## config.mk

```make
export PLATFORM = sky130hd
export DESIGN_NAME = soc_bus_arbiter
export DESIGN_NICKNAME = d
export VERILOG_FILES = /design/src/rtl/soc_arb_pkg.sv /design/src/rtl/soc_rr_picker.sv /design/src/rtl/soc_bus_arbiter.sv
export SDC_FILE = /design/constraint.sdc
export NUM_CORES = 1
export LEC_CHECK = 0
export ABC_AREA = 0
export CAP_MARGIN = 15
export CORE_AREA = 2 2 114 116
export DETAILED_ROUTE_END_ITERATION = 10
export DIE_AREA = 0 0 116 118
export DONT_BUFFER_PORTS = 1
export MAX_ROUTING_LAYER = met4
export PLACE_DENSITY = 0.43
export SLEW_MARGIN = 0
export SYNTH_ARGS = -nofsm -noshare
export SYNTH_HDL_FRONTEND = slang
export SYNTH_HIERARCHICAL = 1
export SYNTH_SLANG_ARGS = --single-unit
```

## constraint.sdc

```tcl
create_clock -name clk -period 2.8 [get_ports clk]
set_input_delay 0.28 -clock clk [delete_from_list [all_inputs] [get_ports clk]]
set_output_delay 0.28 -clock clk [all_outputs]
set_load 0.05 [all_outputs]
```

## src/rtl/soc_arb_pkg.sv

```systemverilog
// Shared types and constants for the SoC bus arbiter.
// Also holds the index-width helper used by the round-robin picker.
package soc_arb_pkg;

    typedef enum logic [0:0] {
        IDLE = 1'b0,
        BUSY = 1'b1
    } arb_state_t;

    localparam int DEFAULT_TIMEOUT = 256;
    localparam int TO_CNT_W        = 16;
    localparam int EVT_CNT_W       = 8;

    function automatic int idx_w(input int n);
        return (n > 1) ? $clog2(n) : 1;
    endfunction

endpackage

```

## src/rtl/soc_rr_picker.sv

```systemverilog
// Combinational round-robin picker: one-hot pick of the first
// requester found searching upward from (last_grant+1) mod N.
module soc_rr_picker
    import soc_arb_pkg::*;
#(
    parameter int N    = 2,
    parameter int LG_W = idx_w(N)
) (
    input  logic [N-1:0]    req,
    input  logic [LG_W-1:0] last_grant,
    output logic [N-1:0]    pick
);

    // Walk distances farthest-first so the nearest requester overwrites.
    always_comb begin
        pick = '0;
        for (int i = N; i >= 1; i--) begin
            for (int j = 0; j < N; j++) begin
                if (req[j] && (((int'(last_grant) + i) % N) == j)) begin
                    pick    = '0;
                    pick[j] = 1'b1;
                end
            end
        end
    end

endmodule

```

## src/rtl/soc_bus_arbiter.sv

```systemverilog
// Round-robin arbiter sharing one SoC bus master port among
// NUM_MASTERS requesters, with a per-transfer timeout.
module soc_bus_arbiter
    import soc_arb_pkg::*;
#(
    parameter int NUM_MASTERS = 2,
    parameter int TIMEOUT     = DEFAULT_TIMEOUT
) (
    input  logic                      clk,
    input  logic                      rst,
    input  logic [NUM_MASTERS-1:0]    m_req_i,
    input  logic [NUM_MASTERS-1:0]    m_we_i,
    input  logic [4*NUM_MASTERS-1:0]  m_be_i,
    input  logic [32*NUM_MASTERS-1:0] m_addr_i,
    input  logic [32*NUM_MASTERS-1:0] m_wdata_i,
    output logic [31:0]               m_rdata_o,
    output logic [NUM_MASTERS-1:0]    m_ack_o,
    output logic [NUM_MASTERS-1:0]    m_error_o,
    output logic                      s_req_o,
    output logic                      s_we_o,
    output logic [3:0]                s_be_o,
    output logic [31:0]               s_addr_o,
    output logic [31:0]               s_wdata_o,
    input  logic [31:0]               s_rdata_i,
    input  logic                      s_ack_i,
    input  logic                      s_error_i,
    output logic [NUM_MASTERS-1:0]    grant_o,
    output logic [7:0]                timeout_cnt_o
);

    localparam int LG_W = idx_w(NUM_MASTERS);

    arb_state_t             r_state;
    logic [NUM_MASTERS-1:0] r_grant;
    logic [LG_W-1:0]        r_last;
    logic [TO_CNT_W-1:0]    r_tmo;
    logic [EVT_CNT_W-1:0]   r_tocnt;

    logic [NUM_MASTERS-1:0] w_pick;
    logic [LG_W-1:0]        w_pick_idx;
    logic                   w_busy;
    logic                   w_ack;
    logic                   w_err;
    logic                   w_tmo_hit;

    soc_rr_picker #(
        .N    (NUM_MASTERS),
        .LG_W (LG_W)
    ) u_picker (
        .req        (m_req_i),
        .last_grant (r_last),
        .pick       (w_pick)
    );

    // Encode the one-hot pick into an index for last_grant.
    always_comb begin
        w_pick_idx = '0;
        for (int k = 0; k < NUM_MASTERS; k++) begin
            if (w_pick[k]) w_pick_idx = LG_W'(k);
        end
    end

    // Ack beats slave error, and either beats the timeout.
    always_comb begin
        w_busy    = (r_state == BUSY) && !rst;
        w_ack     = w_busy && s_ack_i;
        w_err     = w_busy && !s_ack_i && s_error_i;
        w_tmo_hit = w_busy && !s_ack_i && !s_error_i &&
                    (r_tmo == TO_CNT_W'(TIMEOUT - 1));
    end

    // All arbiter state: FSM, grant, last grant and both counters.
    always_ff @(posedge clk) begin
        if (rst) begin
            r_state <= IDLE;
            r_grant <= '0;
            r_last  <= LG_W'(NUM_MASTERS - 1);
            r_tmo   <= '0;
            r_tocnt <= '0;
        end else begin
            unique case (r_state)
                IDLE: begin
                    r_tmo <= '0;
                    if (|m_req_i) begin
                        r_state <= BUSY;
                        r_grant <= w_pick;
                        r_last  <= w_pick_idx;
                    end
                end
                BUSY: begin
                    if (w_ack || w_err || w_tmo_hit) begin
                        r_state <= IDLE;
                        r_grant <= '0;
                        if (w_tmo_hit && (r_tocnt != '1)) begin
                            r_tocnt <= r_tocnt + 1'b1;
                        end
                    end else begin
                        r_tmo <= r_tmo + 1'b1;
                    end
                end
                default: r_state <= IDLE;
            endcase
        end
    end

    // Downstream mux of the granted master; zero when idle or in reset.
    always_comb begin
        s_req_o   = w_busy;
        s_we_o    = 1'b0;
        s_be_o    = '0;
        s_addr_o  = '0;
        s_wdata_o = '0;
        if (w_busy) begin
            for (int k = 0; k < NUM_MASTERS; k++) begin
                if (r_grant[k]) begin
                    s_we_o    = m_we_i[k];
                    s_be_o    = m_be_i[4*k +: 4];
                    s_addr_o  = m_addr_i[32*k +: 32];
                    s_wdata_o = m_wdata_i[32*k +: 32];
                end
            end
        end
    end

    // Upstream responses steered only to the current owner.
    always_comb begin
        m_ack_o       = w_ack ? r_grant : '0;
        m_error_o     = (w_err || w_tmo_hit) ? r_grant : '0;
        m_rdata_o     = w_ack ? s_rdata_i : '0;
        grant_o       = rst ? '0 : r_grant;
        timeout_cnt_o = rst ? '0 : r_tocnt;
    end

endmodule

```

* Word-level counts from Yosys, hierarchy flattened
Index checks and enable logic that the tools add are counted.
** Cells by class
- Multiplexer cells :: 30
- Bitwise gates (word level) :: 3
- Equality and inequality tests :: 7
- Reduce and logical (&&, ||, !) cells :: 23
- Add/sub/neg operators :: 4
** Operators by type and width (count)
- 2-to-1 mux 32 bit :: 7
- logical NOT 32 bit :: 2
- one-hot mux 16 bit (2 select lines) :: 1
- adder 16 x 1 -> 16 bit, second input constant :: 1
- equality test 16 x 8 -> 1 bit, second input constant :: 1
- 2-to-1 mux 16 bit :: 1
- 2-to-1 mux 2 bit :: 8
- 2-to-1 mux 4 bit :: 3
- logical AND 1 bit :: 11
- adder 8 x 1 -> 8 bit, second input constant :: 1
- 2-to-1 mux 8 bit :: 1
- != test 8 bit, second input constant :: 1
- 2-to-1 mux 1 bit :: 7
- equality test 2 bit, second input constant :: 2
- != test 2 bit, second input constant :: 2
- one-hot mux 2 bit (2 select lines) :: 1
- AND reduction 2 bit :: 2
- logical NOT 1 bit :: 3
- logical OR 1 bit :: 3
- AND reduction 3 bit :: 1
- adder 1 bit, second input constant :: 2
- bitwise AND 1 bit, first input constant :: 2
- != test 2 x 1 -> 1 bit, second input constant :: 1
- one-hot mux 1 bit (2 select lines) :: 1
- 2 further kinds :: 2
** Word-level totals
- Output and inout port bits :: 116
- Input bits :: 176
- Word-level logic and storage cells :: 72
- Bits in registers :: 28

* Longest topological paths before layout
Gate-level depths: netlist of run 1.
- Depth in word-level cells :: 10
- Mapped depth :: 7
- Depth with buffers taken out :: 5

* Hierarchy
Netlist of run 1, hierarchy kept.
** By module, submodules not included
- soc_bus_arbiter :: sequential area each 560.5 um^2, instances 1, area an instance 2617.5 um^2, cells each 391
- soc_rr_picker :: sequential area each 0.0 um^2, instances 1, area an instance 18.8 um^2, cells each 3

* Worst setup path after synthesis of run 1
No wires, ideal clock.
- Path type :: flip-flop to output port
- From :: register r_tmo[12]
- To :: output port m_error_o[0]
- Data arrival time :: 2338 ps
- Path slack :: 182 ps
- Data required time :: 2520 ps
- Stages on the path, launching flop included :: 6
- Buffers on the path :: 1
- Path through :: dfxtp_1 -> or4_1 -> buf_2 -> nor4_2 -> o21ai_0 -> nor2_1
** Between the ends
- Cells in the longest elaborated chain, start to end :: 4
** RTL lines
- from (decl) :: RTL line soc_bus_arbiter.sv:36 : logic [TO_CNT_W-1:0] r_tmo;
- from (signal assigned) :: RTL line soc_bus_arbiter.sv:98 : r_tmo <= r_tmo + 1'b1;
- equality test 16 x 8 -> 1 bit :: RTL line soc_bus_arbiter.sv:69 : (r_tmo == TO_CNT_W'(TIMEOUT - 1));
- logical AND 1 bit :: RTL line soc_bus_arbiter.sv:68 : w_tmo_hit = w_busy && !s_ack_i && !s_error_i &&
- logical OR 1 bit :: RTL line soc_bus_arbiter.sv:128 : m_error_o = (w_err || w_tmo_hit) ? r_grant : '0;
- 2-to-1 mux 2 bit :: RTL line soc_bus_arbiter.sv:128
- to (decl) :: RTL line soc_bus_arbiter.sv:18 : output logic [NUM_MASTERS-1:0] m_error_o,
Every way passes these cells.

* Worst setup path in the final report of run 1
Same ends and word-level chain as after synthesis.

==> results of run 1 <==
## sequential cells by signal, summed over array words and instances (netlist names)
name,count
r_state,1
r_grant,2
r_tocnt,8
r_last,1
r_tmo,16
## routing by layer
layer  global-route usage (%)  vias to the layer above  part of all wire, %
met4                     3.20                        0                 0.96
met3                     2.27                        6                  7.1
met1                     18.9                     1632                   40
li1                         -                     1621                    -
met5                        -                        -                    0
met2                     29.9                      213                   52
## worst min path at each step
stage                              end  slack (ps)  cells after the start
6_report       r_tocnt[0]$_SDFFE_PP0P_          80                      1
5_1_grt        r_tocnt[1]$_SDFFE_PP0P_          80                      1
4_1_cts        r_tocnt[0]$_SDFFE_PP0P_          80                      1
3_5_place_dp   r_tocnt[0]$_SDFFE_PP0P_         360                      1
3_3_place_gp   r_tocnt[1]$_SDFFE_PP0P_         350                      1
2_1_floorplan   r_tmo[15]$_SDFFE_PP0P_         450                      2
## report_power, final
part | internal (mW) | total, mW | switching (mW) | leakage (nW)
clock | 0.190 | 0.325 | 0.135 | 0.0370
sequential | 0.404 | 0.409 | 0.00548 | 0.227
combinational | 0.121 | 0.362 | 0.240 | 1.33
total | 0.715 | 1.10 | 0.381 | 1.59
## through the flow
step	cell area (sq um)	std cells	util [%]	power, mW
CTS	4060	644	32.7	1.10
global route	4060	644	32.7	1.14
finish	4060	644	32.7	1.10
global placement	3990	641	32.1	0.775
floorplan	2640	394	-	0.672
detailed placement	3990	641	32.1	0.780
## cell type report
| cell class | count | area (sq um) | share of cell area [%] |
|---|---|---|---|
| multi-input cells | 316 | 1880 | 46.3 |
| clock buffers | 3 | 75.1 | 1.85 |
| repair buffers | 116 | 1300 | 31.9 |
| inverters | 9 | 33.8 | 0.831 |
| flip-flops and latches | 28 | 562 | 13.8 |
| well taps | 172 | 215 | 5.30 |
## worst reg2reg max path, stage by stage (launching register included)
cell	delay, ps
sky130_fd_sc_hd__dfxtp_1	340
sky130_fd_sc_hd__or4_1	610
sky130_fd_sc_hd__or4_4	670
sky130_fd_sc_hd__nor3_1	260
sky130_fd_sc_hd__mux2_2	350
## kinds of logic (layout without fill, tap and decap cells)
group	count (synthesis)	in the layout
compound gates	123	123
fa+ha+maj	2	2
buf+inv	50	128
flops	28	28
mux	3	3
simple gates	188	188
## cell usage in the layout (no fill, tap or decap), types with 2 or more instances in the layout
cell type / n
sky130_fd_sc_hd__nor2b_1: 9
sky130_fd_sc_hd__inv_1: 9
sky130_fd_sc_hd__mux2_2: 3
sky130_fd_sc_hd__a22oi_1: 69
sky130_fd_sc_hd__a21oi_1: 16
sky130_fd_sc_hd__nor3_1: 6
sky130_fd_sc_hd__o21ai_0: 12
sky130_fd_sc_hd__buf_12: 34
sky130_fd_sc_hd__a31oi_1: 4
sky130_fd_sc_hd__and3_1: 37
sky130_fd_sc_hd__nor2_1: 81
sky130_fd_sc_hd__ha_1: 2
sky130_fd_sc_hd__nand4_1: 4
sky130_fd_sc_hd__nand3_1: 9
sky130_fd_sc_hd__o31ai_1: 6
sky130_fd_sc_hd__buf_4: 82
sky130_fd_sc_hd__clkbuf_16: 3
sky130_fd_sc_hd__o2111ai_1: 2
sky130_fd_sc_hd__or4_1: 8
sky130_fd_sc_hd__a21boi_1: 2
sky130_fd_sc_hd__or3_1: 8
sky130_fd_sc_hd__dfxtp_1: 27
sky130_fd_sc_hd__and4_1: 2
sky130_fd_sc_hd__nand2_1: 16
==> results.yml, run 1 <==
outcome:
  outcome: "finished, final reports clean"
synth:
  synth_area_leaders: "sky130_fd_sc_hd__dfxtp_1 (21%), sky130_fd_sc_hd__a22oi_1 (20%), sky130_fd_sc_hd__nor2_1 (12%)"
  netlist-cell-type-count: 45
  synth-main-ff-cell: "sky130_fd_sc_hd__dfxtp_1"
  synth.yosys.seq_area_share_pct: 21.3
  synth-edff-count: 0
  synthDominantCellAreaShare_pct: 21.3
  yosys_register_bits: 28
  synth-simple-area-share_pct: 35.7
  synth.avg_cell_area_sq_um: 6.69
  post_synth_instance_area_sq_um: 2640
  synth_compound_area_share_pct: 32.8
  yosysTopAreaCell: "sky130_fd_sc_hd__dfxtp_1"
  postSynthCellCount: 394
  synth_top_family_by_area: "simple AND/OR/NAND/NOR gates"
  synthAdderAreaFrac_pct: 0.949
  synth_mux_area_share_pct: 1.28
  synthMostInstantiatedCell: "sky130_fd_sc_hd__nor2_1"
  post_synth_xor_area_fraction_pct: 0
  synth_fp_nets: 572
  asyncSetResetFlopFracSynth_pct: 0
  synth_common_cells: "sky130_fd_sc_hd__nor2_1 (82), sky130_fd_sc_hd__a22oi_1 (69), sky130_fd_sc_hd__and3_1 (37)"
  yosys_warnings: 6
cells_and_area:
  drive_gt1_share_pct: 27.3
  layout.filler_cells: 1334
  diodes: 0
  area_delta_synth_final_pct: 54.2
  nets: 652
power:
  p_per_area_nw_per_um2: 270
  p_leak_nw: 1.59
  peakVddDrop_mv: 0.221
place:
  port_buffers: 0
  place_worst_setup_slack_ps: 466
  globalplace.congestion: 0.841
  hpwlAfterDp_um: 9740
sta:
  finalSetupViolCount: 0
  relSlewSlack_pct: 34.0
  report.final.hold_viol_count: 0
  slew_violations: 0
  setup_slack_ps: 441
  timing.final.crit_share_pct: 84.2
  worst_pin_slew_ps: 988
  final.hold.worst_slack_ps: 80.2
  setup-tns-final_ps: 0
  final.setup_skew_ps: 4.05
  finalCriticalPeriod_ps: 2360
  timing.fmax_mhz: 424
  rsz0062_at_grt: "false"
critical_path:
  ff2ff_setup_slack_ps: 460
  required_ps: 2520
  cp-startpoint: "r_tmo[12]$_SDFFE_PP0P_"
  cpMaxStageDelayCell: "sky130_fd_sc_hd__or4_1"
  worstSetupEndpointType: "output pin"
  critical_path.startpoint_type: "register"
  critical_path.reg2reg.startpoint: "r_tmo[12]$_SDFFE_PP0P_"
  critPathArrivalTime_ps: 2080
  critical_path.cell_chain: "or4_1 -> nor4_2 -> o21ai_0 -> nor2_1 -> buf_4"
  r2r.worst_path.cells: 4
  endpoint: "m_error_o[0]"
  path_delay_family: "simple AND/OR/NAND/NOR gates"
  reg2reg_capture_point: "r_tocnt[5]$_SDFFE_PP0P_"
  crit_type: "reg -> out"
  cp_num_buf_inv: 1
  critical_path_peak_fanout: 5
  critical_path_depth: 5
  crit_path_max_incr_delay_ps: 610
global_route:
  grt_first_pass_wirelength_um: 17300
  grt.overflow.total: 0
  grt_antenna_before_repair: 0
  grt_start_max_net_pins: 72
  grt_pass1_vias: 3274
  groute.usage.overall_pct: 16.4
detailed_routing:
  final_antenna_net_count: 0
  drt_first_pass_iters: 4
  dr_total_vias: 3472
  wl_um: 11900
  via_per_inst: 5.39
  detailedRoute.firstIterationViolations: 228
  route.detailed.wl_per_inst_um: 18.5
  post-route-drc-count: 0
floorplanning:
  num_rows: 41
  fp.dieW_um: 116
  coreArea_sq_um: 12400
  design.portCount: 292
  die_y_um: 118
  floorplan.initialDensity_pct: 21.2
  die-area_sq_um: 13700
hold_path:
  min-delay-start: "rst"
  hp-class: "in -> reg"
clocking:
  cts_hold_repair.buffers: 0
  cts_tree: "yes"
  max_root_sink_buffers: 2
  number_of_clock_sinks_seen_by_cts: 28
  clkSlewWorstSetupHoldPaths_ps: 60
  ctsResizeCount: 0
  cts_htree_levels: 1
  cts_inserted_buffers: 3
  clock_insertion_delay_worst_skew_ps: 260
  clock_tree.root_cell: "sky130_fd_sc_hd__clkbuf_16"
  cts_setup_buffers: 0
flow_run:
  max-cap-violations: 0
Note: power is estimated with default switching activity, not from simulation.
==> inputs of run 2 (changes only) <==
==> constraint.sdc (replaced) <==
create_clock -name clk -period 2.2 [get_ports clk]
set_input_delay 0.22 -clock clk [delete_from_list [all_inputs] [get_ports clk]]
set_output_delay 0.22 -clock clk [all_outputs]
set_load 0.05 [all_outputs]
==> results.yml, run 2 (synthesis gave the netlist of run 1 again) <==
outcome:
  outcome: "finished, violations left"
  violations: "setup timing"
clocking:
  cts_inserted_buffers: 3
  cts_htree_levels: 1
  number_of_clock_sinks_seen_by_cts: 28
  clkSlewWorstSetupHoldPaths_ps: 70
  clock_insertion_delay_worst_skew_ps: 260
  max_root_sink_buffers: 2
  clock_tree.root_cell: "sky130_fd_sc_hd__clkbuf_16"
  cts_tree: "yes"
global_route:
  grt_first_pass_wirelength_um: 18100
  groute.usage.overall_pct: 17.1
  grt_antenna_before_repair: 0
  grt.overflow.total: 0
  grt_pass1_vias: 3212
  grt_start_max_net_pins: 72
detailed_routing:
  route.detailed.wl_per_inst_um: 19.5
  drt_first_pass_iters: 5
  dr_total_vias: 3556
  post-route-drc-count: 0
  final_antenna_net_count: 0
  wl_um: 13000
  detailedRoute.firstIterationViolations: 229
  via_per_inst: 5.32
place:
  placed_area_sq_um: 4220
  numPlacedInstances: 659
  port_buffers: 0
  hpwlAfterDp_um: 10400
  globalplace.congestion: 0.872
cells_and_area:
  drive_gt1_share_pct: 35.7
  layout_commonest_cell: "sky130_fd_sc_hd__buf_4"
  fin_area_sq_um: 4440
  diodes: 0
  number_of_standard_cells_in_the_layout_taps_in_and_fillers_out: 668
  area_delta_synth_final_pct: 68.5
  registers.top_by_ff_count: "r_tmo"
  largest_register_ffs: 16
  largestRegisters: "r_tmo: 16 flops, r_tocnt: 8 flops, r_grant: 2 flops"
  nets: 675
  layout.filler_cells: 1286
  layout_common_cells: "sky130_fd_sc_hd__buf_4 (96), sky130_fd_sc_hd__a22oi_1 (69), sky130_fd_sc_hd__nor2_1 (69)"
sta:
  worst_pin_slew_ps: 782
  setup-tns-final_ps: -18.6
  final.hold.worst_slack_ps: 19.0
  setup_slack_ps: -10.3
  relSlewSlack_pct: 47.6
  finalSetupViolCount: 2
  final.setup_skew_ps: 2.63
  rsz0062_at_grt: "true"
  slew_violations: 0
  timing.fmax_mhz: 452
  finalCriticalPeriod_ps: 2210
  timing.final.crit_share_pct: 100
  report.final.hold_viol_count: 0
flow_run:
  max-cap-violations: 0
power:
  p_leak_nw: 1.76
  power_switching_share_pct: 32.6
  p_per_area_nw_per_um2: 351
  pwr-share-clk_pct: 34.5
  net-switching-power_uw: 508
  internal_power_mw: 1.05
  peakVddDrop_mv: 0.290
  power.combinational.fraction_pct: 32.0
  power.share.sequential_pct: 33.5
hold_path:
  hp-class: "in -> reg"
critical_path:
  critical_path_peak_fanout: 2
  required_ps: 1980
  critPathArrivalTime_ps: 1990
  crit_type: "reg -> out"
  worstSetupEndpointType: "output pin"
  critical_path.startpoint_type: "register"
floorplanning:
  num_rows: 41
  die_y_um: 118
  fp.dieW_um: 116
  floorplan.initialDensity_pct: 21.2
  coreArea_sq_um: 12400
  die-area_sq_um: 13700
  design.portCount: 292
-- run 2: cell count changes in the layout (fill, tap and decap cells not counted), moves of 3 or more --
cell,delta
sky130_fd_sc_hd__dfxtp_1,-4
sky130_fd_sc_hd__nor2_1,-12
sky130_fd_sc_hd__nor3_1,-4
sky130_fd_sc_hd__nor2_2,+11
sky130_fd_sc_hd__nor3_2,+3
sky130_fd_sc_hd__buf_6,+3
sky130_fd_sc_hd__buf_4,+14
sky130_fd_sc_hd__buf_12,+5
sky130_fd_sc_hd__dfxtp_2,+4
-- run 2: final timing paths --
check	start	endpoint	slack [ps]	depth (start not counted)
worst min-delay path	rst	r_tocnt[0]$_SDFFE_PP0P_	20	1
worst max register to register	r_tmo[15]$_SDFFE_PP0P_	r_tocnt[2]$_SDFFE_PP0P_	50	4
worst max-delay path	r_tmo[15]$_SDFFE_PP0P_	m_error_o[0]	-10	6
worst min register to register	r_grant[0]$_SDFFE_PP0P_	r_grant[0]$_SDFFE_PP0P_	480	2
-- run 2: cell type report --
cell class	count	area (sq um)	area share [%]
tap	172	215	4.84
inverter	9	33.8	0.760
clock buffer	3	75.1	1.69
multi-input combinational	317	1990	44.7
clock inverter	1	30.0	0.676
timing repair buffer	138	1540	34.6
sequential	28	567	12.8
-- run 2: stage by stage --
stage                     util, %  power [mW]  setup slack (ps)
after floorplan                 -       0.863             -61.9
after global placement       34.0        1.01              46.6
after detailed placement     34.0        1.02             -5.93
after CTS                    35.1        1.56             -67.9
after global routing         35.8        1.62             -60.3
final                        35.8        1.56             -10.3
-- run 2: what timing repair did --
action	in CTS	in global routing
setup buffers	2	2
cloned	0	1
endpoints found under the setup margin	5	61
hold buffers	0	0
resized for setup	6	12
pin swaps	4	8
-- run 2: critical path: stages (launching register included) --
cell and delay [ps]:
sky130_fd_sc_hd__dfxtp_2 330, sky130_fd_sc_hd__or4_4 540, sky130_fd_sc_hd__buf_6 140, sky130_fd_sc_hd__nor4_4 310
sky130_fd_sc_hd__o21ai_2 140, sky130_fd_sc_hd__nor2_4 120, sky130_fd_sc_hd__buf_12 140
-- run 2: routing by layer --
metal  track usage (%)  routed length (um)  vias up  share of wire (%)
met2              28.4                6370      165                 49
met3              1.70                 677       12                5.2
met4              3.05                 157        0                1.2
met5                 -                   0        -                  0
li1                  -                   -     1678                  -
met1              22.7                5830     1701                 45
-- run 2: power by group through the flow --
| stage | sequential, mW | clock, mW | combinational, mW |
|---|---|---|---|
| global route | 0.523 | 0.566 | 0.531 |
| global placement | 0.532 | 0 | 0.482 |
| CTS | 0.520 | 0.550 | 0.490 |
| finish | 0.522 | 0.539 | 0.500 |
| detailed placement | 0.532 | 0 | 0.489 |
| floorplan | 0.529 | 0 | 0.334 |
==> inputs of run 3 (changes only) <==
--- a/config.mk
+++ b/config.mk
@@ -6,13 +6,14 @@
 export NUM_CORES = 1
 export LEC_CHECK = 0
 export ABC_AREA = 0
+export ABC_CLOCK_PERIOD_IN_PS = 2200
 export CAP_MARGIN = 15
-export CORE_AREA = 2 2 114 116
+export CORE_AREA = 2 2 113 115
+export CTS_CLUSTER_DIAMETER = 50
 export DETAILED_ROUTE_END_ITERATION = 10
-export DIE_AREA = 0 0 116 118
-export DONT_BUFFER_PORTS = 1
+export DIE_AREA = 0 0 115 117
 export MAX_ROUTING_LAYER = met4
-export PLACE_DENSITY = 0.43
+export PLACE_DENSITY = 0.74
 export SLEW_MARGIN = 0
 export SYNTH_ARGS = -nofsm -noshare
 export SYNTH_HDL_FRONTEND = slang
==> results.yml, run 3 (synthesis gave the netlist of run 1 again) <==
critical_path:
  reg2reg_capture_point: "r_tocnt[5]$_SDFFE_PP0P_"
  critical_path_peak_fanout: 4
  critical_path.startpoint_type: "register"
  ff2ff_setup_slack_ps: 50
  worstSetupEndpointType: "output pin"
  critical_path.reg2reg.startpoint: "r_tmo[15]$_SDFFE_PP0P_"
  crit_type: "reg -> out"
  r2r.worst_path.cells: 4
  required_ps: 1980
  critPathArrivalTime_ps: 2060
  endpoint: "m_error_o[0]"
  cp-startpoint: "r_tmo[12]$_SDFFE_PP0P_"
sta:
  final.setup_skew_ps: 2.53
  worst_pin_slew_ps: 665
  report.final.hold_viol_count: 0
  rsz0062_at_grt: "true"
  slew_violations: 0
  relSlewSlack_pct: 55.5
  finalSetupViolCount: 2
  timing.fmax_mhz: 439
  timing.final.crit_share_pct: 103
  finalCriticalPeriod_ps: 2280
  setup_slack_ps: -75.9
clocking:
  cts_inserted_buffers: 3
  number_of_clock_sinks_seen_by_cts: 28
  clock_insertion_delay_worst_skew_ps: 260
  cts_tree: "yes"
  clock_tree.root_cell: "sky130_fd_sc_hd__clkbuf_16"
  cts_htree_levels: 1
  max_root_sink_buffers: 2
  clkSlewWorstSetupHoldPaths_ps: 60
floorplanning:
  coreArea_sq_um: 12300
  fp.dieW_um: 115
  num_rows: 41
  design.portCount: 292
  floorplan.initialDensity_pct: 21.4
  die-area_sq_um: 13500
  die_y_um: 117
detailed_routing:
  wl_um: 15200
  drt_first_pass_iters: 5
  route.detailed.wl_per_inst_um: 18.6
  via_per_inst: 5.06
  detailedRoute.firstIterationViolations: 420
  dr_total_vias: 4143
  post-route-drc-count: 0
  final_antenna_net_count: 0
power:
  peakVddDrop_mv: 0.272
  p_per_area_nw_per_um2: 295
  report.power.total_mw: 1.75
  p_leak_nw: 2.36
place:
  port_buffers: 291
  numPlacedInstances: 815
  hpwlAfterDp_um: 12500
  place_worst_setup_slack_ps: 12.9
  globalplace.congestion: 0.813
outcome:
  violations: "setup timing"
  outcome: "finished, violations left"
hold_path:
  hp-class: "reg -> reg"
flow_run:
  max-cap-violations: 0
cells_and_area:
  number_of_standard_cells_in_the_layout_taps_in_and_fillers_out: 819
  largestRegisters: "r_tmo: 16 flops, r_tocnt: 8 flops, r_grant: 2 flops"
  largest_register_ffs: 16
  area_delta_synth_final_pct: 125
  layout_commonest_cell: "sky130_fd_sc_hd__clkdlybuf4s50_1"
  nets: 849
  registers.top_by_ff_count: "r_tmo"
  diodes: 0
  layout_common_cells: "sky130_fd_sc_hd__clkdlybuf4s50_1 (175), sky130_fd_sc_hd__buf_4 (112), sky130_fd_sc_hd__a22oi_1 (69), sky130_fd_sc_hd__nor2_1 (69), sky130_fd_sc_hd__and3_1 (37)"
  drive_gt1_share_pct: 25.7
global_route:
  grt_start_max_net_pins: 72
  grt_antenna_before_repair: 0
  grt_first_pass_wirelength_um: 20800
  grt.overflow.total: 0
  groute.usage.overall_pct: 20.5
  grt_pass1_vias: 3659
## run 3: metal layers
metal | GRT usage (%) | up-vias | routed length [um]
met5 | - | - | 0
met2 | 29.0 | 173 | 6670
met4 | 1.69 | 0 | 67
li1 | - | 2014 | -
met3 | 3.35 | 9 | 1190
met1 | 31.6 | 1947 | 7310
## run 3: report_power, final
part | total (mW) | switching (mW) | internal, mW
clock network | 0.409 | 0.167 | 0.241
registers | 0.522 | 0.00822 | 0.514
logic | 0.815 | 0.398 | 0.417
## run 3: cell type report
| cell class | instances | area [sq um] |
|---|---|---|
| inverters | 9 | 33.8 |
| multi-input cells | 316 | 1970 |
| well taps | 150 | 188 |
| fillers | 1172 | 6390 |
| flip-flops and latches | 28 | 564 |
| clock buffers | 3 | 75.1 |
| repair buffers | 313 | 3100 |
## run 3: worst min-delay path by stage
| stage | from | to | slack, ps | cells after the start |
|---|---|---|---|---|
| 2_1_floorplan | m_req_i[0] | r_last$_SDFFE_PP1P_ | 420 | 3 |
| 3_3_place_gp | r_tmo[15]$_SDFFE_PP0P_ | r_tmo[15]$_SDFFE_PP0P_ | 460 | 2 |
| 3_5_place_dp | r_tmo[15]$_SDFFE_PP0P_ | r_tmo[15]$_SDFFE_PP0P_ | 460 | 2 |
| 4_1_cts | r_tmo[15]$_SDFFE_PP0P_ | r_tmo[15]$_SDFFE_PP0P_ | 480 | 2 |
| 5_1_grt | r_grant[0]$_SDFFE_PP0P_ | r_grant[0]$_SDFFE_PP0P_ | 530 | 2 |
| 6_report | r_tmo[15]$_SDFFE_PP0P_ | r_tmo[15]$_SDFFE_PP0P_ | 480 | 2 |
## run 3: per-stage QoR
| stage | hold slack, ps | util, % | instance area (sq um) | TNS [ps] |
|---|---|---|---|---|
| 6_report | 482 | 48.1 | 5930 | -136 |
| 3_3_place_gp | 457 | 47.1 | 5790 | 0 |
| 3_5_place_dp | 464 | 47.1 | 5790 | 0 |
| 5_1_grt | 529 | 48.1 | 5930 | -287 |
| 2_1_floorplan | 420 | - | 2690 | -295 |
| 4_1_cts | 480 | 47.8 | 5890 | -321 |
## run 3: timing repair
action,CTS,global route
gates resized for setup,4,9
setup endpoints to repair,2,7
gates cloned,0,0
pin swaps,2,6
hold buffers,0,0
setup buffers,1,1
## run 3: worst max-delay path, cell delays in order (launching register included)
cell                      delay, ps
sky130_fd_sc_hd__dfxtp_1        310
sky130_fd_sc_hd__or4_4          540
sky130_fd_sc_hd__buf_6          150
sky130_fd_sc_hd__nor4_4         380
sky130_fd_sc_hd__o21ai_4        130
sky130_fd_sc_hd__nor2_4         140
sky130_fd_sc_hd__buf_12         140
